### src/rtl/control_unit.sv
// Hardwired fetch/execute sequencer driving every datapath strobe from state + latched opcode.
// Latency: one state per clock; instructions take 4-8 cycles including the three fetch steps.
// Backpressure: none; Stop is honoured only at instruction boundaries and parks the unit in HALT.
module control_unit (
    input  logic        clk,
    input  logic        clr,
    input  logic [31:0] IR,
    input  logic        CON_FF,
    input  logic        Stop,
    output logic        Run,
    output logic        read,
    output logic        write,
    output logic        BAout,
    output logic        Rin,
    output logic        Rout,
    output logic        Gra,
    output logic        Grb,
    output logic        Grc,
    output logic        CONN_in,
    output logic        MARin,
    output logic        MDRin,
    output logic        HIin,
    output logic        LOin,
    output logic        Yin,
    output logic        Zin,
    output logic        PCin,
    output logic        IRin,
    output logic        incPC,
    output logic        InPortIn,
    output logic        OutPortIn,
    output logic        HIout,
    output logic        LOout,
    output logic        ZHighOut,
    output logic        ZLowOut,
    output logic        MDRout,
    output logic        PCout,
    output logic        InPortOut,
    output logic        Cout,
    output logic [4:0]  opcode
);

    typedef enum logic [3:0] {
        ST_RESET, ST_T0, ST_T1, ST_T2, ST_T3, ST_T4, ST_T5, ST_T6, ST_T7, ST_HALT
    } state_t;

    typedef struct packed {
        logic       read, write, ba_out, r_in, r_out, gra, grb, grc, conn_in;
        logic       mar_in, mdr_in, hi_in, lo_in, y_in, z_in, pc_in, ir_in, inc_pc;
        logic       inport_in, outport_in;
        logic       hi_out, lo_out, zhi_out, zlo_out, mdr_out, pc_out, inport_out, c_out;
        logic [4:0] alu_op;
    } ctrl_t;

    localparam logic [4:0] I_LD   = 5'b00000, I_LDI  = 5'b00001, I_ST   = 5'b00010;
    localparam logic [4:0] I_ADD  = 5'b00011, I_SUB  = 5'b00100, I_AND  = 5'b00101;
    localparam logic [4:0] I_OR   = 5'b00110, I_SHR  = 5'b00111, I_SHRA = 5'b01000;
    localparam logic [4:0] I_SHL  = 5'b01001, I_ROR  = 5'b01010, I_ROL  = 5'b01011;
    localparam logic [4:0] I_ADDI = 5'b01100, I_ANDI = 5'b01101, I_ORI  = 5'b01110;
    localparam logic [4:0] I_MUL  = 5'b01111, I_DIV  = 5'b10000, I_NEG  = 5'b10001;
    localparam logic [4:0] I_NOT  = 5'b10010, I_BR   = 5'b10011, I_JR   = 5'b10100;
    localparam logic [4:0] I_IN   = 5'b10110, I_OUT  = 5'b10111, I_MFHI = 5'b11000;
    localparam logic [4:0] I_MFLO = 5'b11001, I_HALT = 5'b11011;

    localparam logic [4:0] ALU_NOP  = 5'b00000, ALU_ADD = 5'b00001, ALU_SUB = 5'b00010;
    localparam logic [4:0] ALU_MUL  = 5'b00011, ALU_DIV = 5'b00100, ALU_SHR = 5'b00101;
    localparam logic [4:0] ALU_SHL  = 5'b00110, ALU_SHRA = 5'b00111, ALU_ROR = 5'b01000;
    localparam logic [4:0] ALU_ROL  = 5'b01001, ALU_AND = 5'b01010, ALU_OR  = 5'b01011;
    localparam logic [4:0] ALU_NEG  = 5'b01100, ALU_NOT = 5'b01111;

    state_t     state_q, state_d;
    logic [4:0] op_q;
    ctrl_t      ctrl;
    logic       run;
    logic       is_imm;
    logic       unused_ir;

    assign unused_ir = ^IR[26:0];
    assign is_imm    = (op_q == I_ADDI) || (op_q == I_ANDI) || (op_q == I_ORI);

    function automatic logic [4:0] alu_of(input logic [4:0] op);
        case (op)
            I_ADD, I_ADDI: alu_of = ALU_ADD;
            I_SUB:         alu_of = ALU_SUB;
            I_AND, I_ANDI: alu_of = ALU_AND;
            I_OR, I_ORI:   alu_of = ALU_OR;
            I_SHR:         alu_of = ALU_SHR;
            I_SHRA:        alu_of = ALU_SHRA;
            I_SHL:         alu_of = ALU_SHL;
            I_ROR:         alu_of = ALU_ROR;
            I_ROL:         alu_of = ALU_ROL;
            I_MUL:         alu_of = ALU_MUL;
            I_DIV:         alu_of = ALU_DIV;
            I_NEG:         alu_of = ALU_NEG;
            I_NOT:         alu_of = ALU_NOT;
            default:       alu_of = ALU_NOP;
        endcase
    endfunction

    // Final execute step per instruction; unlisted codes behave as nop (T3 only).
    function automatic state_t last_step(input logic [4:0] op);
        case (op)
            I_ADD, I_SUB, I_AND, I_OR, I_SHR, I_SHRA, I_SHL, I_ROR, I_ROL,
            I_ADDI, I_ANDI, I_ORI, I_LDI:  last_step = ST_T5;
            I_NEG, I_NOT:                  last_step = ST_T4;
            I_MUL, I_DIV, I_BR:            last_step = ST_T6;
            I_LD, I_ST:                    last_step = ST_T7;
            default:                       last_step = ST_T3;
        endcase
    endfunction

    always_ff @(posedge clk or negedge clr) begin
        if (!clr) begin
            state_q <= ST_RESET;
        end else begin
            state_q <= state_d;
        end
    end

    always_ff @(posedge clk or negedge clr) begin
        if (!clr) begin
            op_q <= 5'b00000;
        end else if (state_q == ST_T2) begin
            op_q <= IR[31:27];
        end
    end

    always_comb begin
        state_d = state_q;
        ctrl    = '0;
        run     = 1'b1;
        case (state_q)
            ST_RESET: state_d = Stop ? ST_HALT : ST_T0;
            ST_T0: begin
                state_d      = ST_T1;
                ctrl.pc_out  = 1'b1;
                ctrl.mar_in  = 1'b1;
                ctrl.inc_pc  = 1'b1;
                ctrl.z_in    = 1'b1;
            end
            ST_T1: begin
                state_d      = ST_T2;
                ctrl.zlo_out = 1'b1;
                ctrl.pc_in   = 1'b1;
                ctrl.read    = 1'b1;
                ctrl.mdr_in  = 1'b1;
            end
            ST_T2: begin
                state_d      = ST_T3;
                ctrl.mdr_out = 1'b1;
                ctrl.ir_in   = 1'b1;
            end
            ST_HALT: run = 1'b0;
            default: begin
                if (state_q == last_step(op_q)) begin
                    state_d = (op_q == I_HALT || Stop) ? ST_HALT : ST_T0;
                end else begin
                    state_d = state_t'(state_q + 4'd1);
                end
                case (op_q)
                    I_ADD, I_SUB, I_AND, I_OR, I_SHR, I_SHRA, I_SHL, I_ROR, I_ROL,
                    I_ADDI, I_ANDI, I_ORI: begin
                        case (state_q)
                            ST_T3: begin ctrl.grb = 1'b1; ctrl.r_out = 1'b1; ctrl.y_in = 1'b1; end
                            ST_T4: begin
                                if (is_imm) begin
                                    ctrl.c_out = 1'b1;
                                end else begin
                                    ctrl.grc   = 1'b1;
                                    ctrl.r_out = 1'b1;
                                end
                                ctrl.alu_op = alu_of(op_q);
                                ctrl.z_in   = 1'b1;
                            end
                            ST_T5: begin ctrl.zlo_out = 1'b1; ctrl.gra = 1'b1; ctrl.r_in = 1'b1; end
                            default: ;
                        endcase
                    end
                    I_NEG, I_NOT: begin
                        case (state_q)
                            ST_T3: begin
                                ctrl.grb    = 1'b1;
                                ctrl.r_out  = 1'b1;
                                ctrl.alu_op = alu_of(op_q);
                                ctrl.z_in   = 1'b1;
                            end
                            ST_T4: begin ctrl.zlo_out = 1'b1; ctrl.gra = 1'b1; ctrl.r_in = 1'b1; end
                            default: ;
                        endcase
                    end
                    I_MUL, I_DIV: begin
                        case (state_q)
                            ST_T3: begin ctrl.gra = 1'b1; ctrl.r_out = 1'b1; ctrl.y_in = 1'b1; end
                            ST_T4: begin
                                ctrl.grb    = 1'b1;
                                ctrl.r_out  = 1'b1;
                                ctrl.alu_op = alu_of(op_q);
                                ctrl.z_in   = 1'b1;
                            end
                            ST_T5: begin ctrl.zlo_out = 1'b1; ctrl.lo_in = 1'b1; end
                            ST_T6: begin ctrl.zhi_out = 1'b1; ctrl.hi_in = 1'b1; end
                            default: ;
                        endcase
                    end
                    // Loads and stores share the base+offset address computation in T3-T4.
                    I_LD, I_LDI, I_ST: begin
                        case (state_q)
                            ST_T3: begin ctrl.grb = 1'b1; ctrl.ba_out = 1'b1; ctrl.y_in = 1'b1; end
                            ST_T4: begin ctrl.c_out = 1'b1; ctrl.alu_op = ALU_ADD; ctrl.z_in = 1'b1; end
                            ST_T5: begin
                                ctrl.zlo_out = 1'b1;
                                if (op_q == I_LDI) begin
                                    ctrl.gra  = 1'b1;
                                    ctrl.r_in = 1'b1;
                                end else begin
                                    ctrl.mar_in = 1'b1;
                                end
                            end
                            ST_T6: begin
                                ctrl.mdr_in = 1'b1;
                                if (op_q == I_ST) begin
                                    ctrl.gra   = 1'b1;
                                    ctrl.r_out = 1'b1;
                                end else begin
                                    ctrl.read = 1'b1;
                                end
                            end
                            ST_T7: begin
                                if (op_q == I_ST) begin
                                    ctrl.write = 1'b1;
                                end else begin
                                    ctrl.mdr_out = 1'b1;
                                    ctrl.gra     = 1'b1;
                                    ctrl.r_in    = 1'b1;
                                end
                            end
                            default: ;
                        endcase
                    end
                    I_BR: begin
                        case (state_q)
                            ST_T3: begin ctrl.gra = 1'b1; ctrl.r_out = 1'b1; ctrl.conn_in = 1'b1; end
                            ST_T4: begin ctrl.pc_out = 1'b1; ctrl.y_in = 1'b1; end
                            ST_T5: begin ctrl.c_out = 1'b1; ctrl.alu_op = ALU_ADD; ctrl.z_in = 1'b1; end
                            ST_T6: begin ctrl.zlo_out = CON_FF; ctrl.pc_in = CON_FF; end
                            default: ;
                        endcase
                    end
                    I_JR:   begin ctrl.gra = 1'b1; ctrl.r_out = 1'b1; ctrl.pc_in = 1'b1; end
                    I_IN:   begin ctrl.inport_out = 1'b1; ctrl.gra = 1'b1; ctrl.r_in = 1'b1; end
                    I_OUT:  begin ctrl.gra = 1'b1; ctrl.r_out = 1'b1; ctrl.outport_in = 1'b1; end
                    I_MFHI: begin ctrl.hi_out = 1'b1; ctrl.gra = 1'b1; ctrl.r_in = 1'b1; end
                    I_MFLO: begin ctrl.lo_out = 1'b1; ctrl.gra = 1'b1; ctrl.r_in = 1'b1; end
                    default: ;
                endcase
            end
        endcase
    end

    assign Run       = run;
    assign read      = ctrl.read;
    assign write     = ctrl.write;
    assign BAout     = ctrl.ba_out;
    assign Rin       = ctrl.r_in;
    assign Rout      = ctrl.r_out;
    assign Gra       = ctrl.gra;
    assign Grb       = ctrl.grb;
    assign Grc       = ctrl.grc;
    assign CONN_in   = ctrl.conn_in;
    assign MARin     = ctrl.mar_in;
    assign MDRin     = ctrl.mdr_in;
    assign HIin      = ctrl.hi_in;
    assign LOin      = ctrl.lo_in;
    assign Yin       = ctrl.y_in;
    assign Zin       = ctrl.z_in;
    assign PCin      = ctrl.pc_in;
    assign IRin      = ctrl.ir_in;
    assign incPC     = ctrl.inc_pc;
    assign InPortIn  = ctrl.inport_in;
    assign OutPortIn = ctrl.outport_in;
    assign HIout     = ctrl.hi_out;
    assign LOout     = ctrl.lo_out;
    assign ZHighOut  = ctrl.zhi_out;
    assign ZLowOut   = ctrl.zlo_out;
    assign MDRout    = ctrl.mdr_out;
    assign PCout     = ctrl.pc_out;
    assign InPortOut = ctrl.inport_out;
    assign Cout      = ctrl.c_out;
    assign opcode    = ctrl.alu_op;

endmodule

### config.mk
export PLATFORM = sky130hd
export DESIGN_NAME = control_unit
export DESIGN_NICKNAME = d
export VERILOG_FILES = /design/src/rtl/control_unit.sv
export SDC_FILE = /design/constraint.sdc
export NUM_CORES = 1
export LEC_CHECK = 0
export BUFFER_PORTS_ARGS = -buffer_cell sky130_fd_sc_hd__buf_2
export CAP_MARGIN = 20
export CORE_MARGIN = 5
export CORE_UTILIZATION = 51
export CTS_CLUSTER_SIZE = 25
export DETAILED_ROUTE_END_ITERATION = 16
export PLACE_DENSITY = 0.87
export SLEW_MARGIN = 20
export SYNTH_ARGS = -nofsm -noshare
export SYNTH_HDL_FRONTEND = slang
export SYNTH_SLANG_ARGS = --single-unit
### constraint.sdc
create_clock -name clk -period 5.4 [get_ports clk]
set_input_delay 1.08 -clock clk [delete_from_list [all_inputs] [get_ports clk]]
set_output_delay 1.08 -clock clk [all_outputs]
set_load 0.01 [all_outputs]
==> impl_metrics.py <==
metrics = {
    "power": {
        "power.density_mw_per_mm2": 83.28,
        "p_leak_nw": 0.7877,
        "vdd_drop_max_v": 0.0001121,
        "power.total_uw": 137.5,
    },
    "critical_path": {
        "cp.arrival_ns": 2.89,
        "worst_setup_path_start_kind": "register",
        "worstSetupPathType": "reg -> out",
        "crit_fanout": 12,
        "r2r_cells": 5,
        "crit_required_ns": 4.32,
        "crit_path_end_kind": "output port",
    },
    "sta": {
        "worst_pin_slew_ns": 0.9434,
        "min_period_over_period_pct": 73.56,
        "setup_tns_ns": 0,
        "rsz0062_at_grt": "no",
        "layout_setup_ws_ns": 1.428,
        "fmaxAchievable_mhz": 251.8,
        "fin_crit_ns": 3.972,
        "finalSetupViolations": 0,
        "max_slew_margin_pct": 36.98,
        "hold_ws_ns": 0.6625,
        "fin_skew_ns": 0.001052,
        "drv_slew": 0,
        "hold_viol": 0,
    },
    "hold_path": {
        "min_path_type": "in -> async",
    },
    "place": {
        "dp.cells": 260,
        "place_congestion": 1.025,
        "dp.final_hpwl_mm": 3.178,
        "pre_cts_slack_ns": 1.737,
        "dpl_cell_area_mm2": 0.001625,
        "portBuffers": 40,
    },
    "synthesis": {
        "ys_ff_latch": 9,
        "synth-warning-count": 0,
        "ys_seq_area_share_pct": 15.13,
        "postSynthCellCount": 208,
        "synth_cell_types": 58,
        "synth_top_area_share_pct": 15.13,
        "synth.avg_cell_area_um2": 7.158,
        "yosysMostFrequentCell": "nand2_1",
        "syn_area_mm2": 0.001489,
        "postSynth.asyncResetShare_pct": 100.0,
        "synth_edf_count": 0,
        "synth_ff_type": "dfrtp_1",
        "synth_area_leaders": "dfrtp_1 (15%), ha_1 (9.2%), nand2_1 (7.8%)",
        "yosys.area.top_type": "dfrtp_1",
        "synth_common_cells": "nand2_1 (31), nor2_1 (17), o21ai_0 (14)",
    },
    "clock_network": {
        "h-tree-depth": 1,
        "clk_pin_slew_worst_paths_ns": 0.06,
        "clockBufferDepth": 2,
        "holdBufCountCts": 0,
        "cts_tree": "done",
        "cts_root_buf": "clkbuf_4",
        "numCtsBuffers": 3,
        "cts.sinks": 9,
        "worst_skew_pair.late_latency_ns": 0.26,
        "cts_resized": 0,
        "cts_setup_buffers": 0,
    },
    "routing": {
        "drc": 0,
        "antenna_left": 0,
        "vias_per_cell": 6.307,
        "firstDrtPassIters": 4,
        "routed_wl_mm": 4.220,
        "avgRoutedWirePerCell_um": 15.98,
        "dr.first_iter.drc_count": 204,
        "num_vias": 1665,
    },
    "outcome": {
        "status": "finished clean",
    },
    "cells_and_area": {
        "final_nets": 281,
        "finalCoreUtilization_pct": 59.38,
        "syn_to_final_growth_pct": 10.92,
        "stdcell_count": 264,
        "fillerInstances": 273,
        "finalInstanceArea_mm2": 0.001652,
        "seqCellArea_um2": 225.2,
        "drive_above_1_share_pct": 24.03,
        "multi_input_area_mm2": 0.001124,
        "antenna-diode-count": 0,
    },
    "global_route": {
        "grt_pass1_vias": 1555,
        "grt_max_degree": 23,
        "grt_pass1_wl_mm": 6.982,
        "globalRoute.busiestLayer": "met2",
        "track_usage_pct": 20.25,
        "use_met3_pct": 2.277,
        "grt_util_met2_pct": 33.92,
        "grt_overflow_total": 0,
        "use_met1_pct": 25.88,
        "antenna_found_initial": 0,
    },
    "floorplan": {
        "die_width_um": 64.03,
        "die_area_mm2": 0.004100,
        "pin_count": 70,
        "fp.dieH_um": 64.03,
        "start_util_pct": 53.53,
        "core_area_mm2": 0.002781,
        "row_count": 19,
    },
    "run": {
        "cap_viol_max_count": 0,
    },
}
==> registers in the layout, indices dropped and copies added, names as in the netlist <==
signal	cells
op_q	5
state_q	4
==> cell usage in the layout, fill, tap and decap left out, types with 4 or more instances in the layout <==
master and n:
buf_2 40, nand2_1 31, nor2_1 17, o21ai_0 14, nor3_1 12, ha_1 11, inv_1 10, dfrtp_1 9
a21oi_1 7, a31oi_1 6, nor2b_1 5, nand3_1 4, nand2b_1 4, a211oi_1 4
==> routing by layer <==
layer  share of wire (%)  routed length, um  vias up
met2                  49               2084       86
met4                 1.3                 53        0
li1                    -                  -      795
met1                  40               1702      778
met3                 9.0                380        6
met5                   0                  0        -
==> final cells by class <==
cell class	instances	share of cell area (%)
multi-input combinational	170	68.03
sequential	9	13.64
timing repair buffer	40	12.12
tap	31	2.348
inverter	10	2.273
clock buffer	4	1.591
==> report_power, final <==
group / total, mW / leakage, nW / switching [mW] / internal, mW
combinational: 0.0143 / 0.678 / 0.00831 / 0.00596
sequential: 0.0719 / 0.0950 / 0.00377 / 0.0681
clock: 0.0514 / 0.0150 / 0.0229 / 0.0284
total: 0.138 / 0.788 / 0.0350 / 0.103
==> kinds of logic after synthesis <==
group | after synthesis | synth area share [%]
AOI/OAI and AO/OA | 58 | 28.41
xor gates and xnor gates | 1 | 0.5883
adders and majority gates | 11 | 9.244
buffers and inverters | 30 | 9.663
DFF | 9 | 15.13
muxes | 6 | 5.126
other | 1 | 0.2519
and+or+nand+nor | 92 | 31.60
==> path summary, 6_finish.rpt <==
path,start,to,slack [ns]
worst min-delay path,clr,state_q[2],0.66
worst min register to register,state_q[1],state_q[1],0.67
max in group asynchronous,clr,op_q[1],4.56
min in group clk,state_q[1],state_q[1],0.67
worst max register to register,state_q[2],state_q[3],2.94
worst max-delay path,op_q[0],opcode[0],1.43
==> worst max-delay path, cell delays in order (launching register included) <==
cell and delay, ns:
dfrtp_1 0.45, inv_1 0.13, ha_1 0.37, or3_1 0.49
o221a_2 0.33, nand2b_1 0.15, a21oi_1 0.34, o221ai_1 0.20
buf_2 0.17
Note: power is estimated with default switching activity, not from simulation.
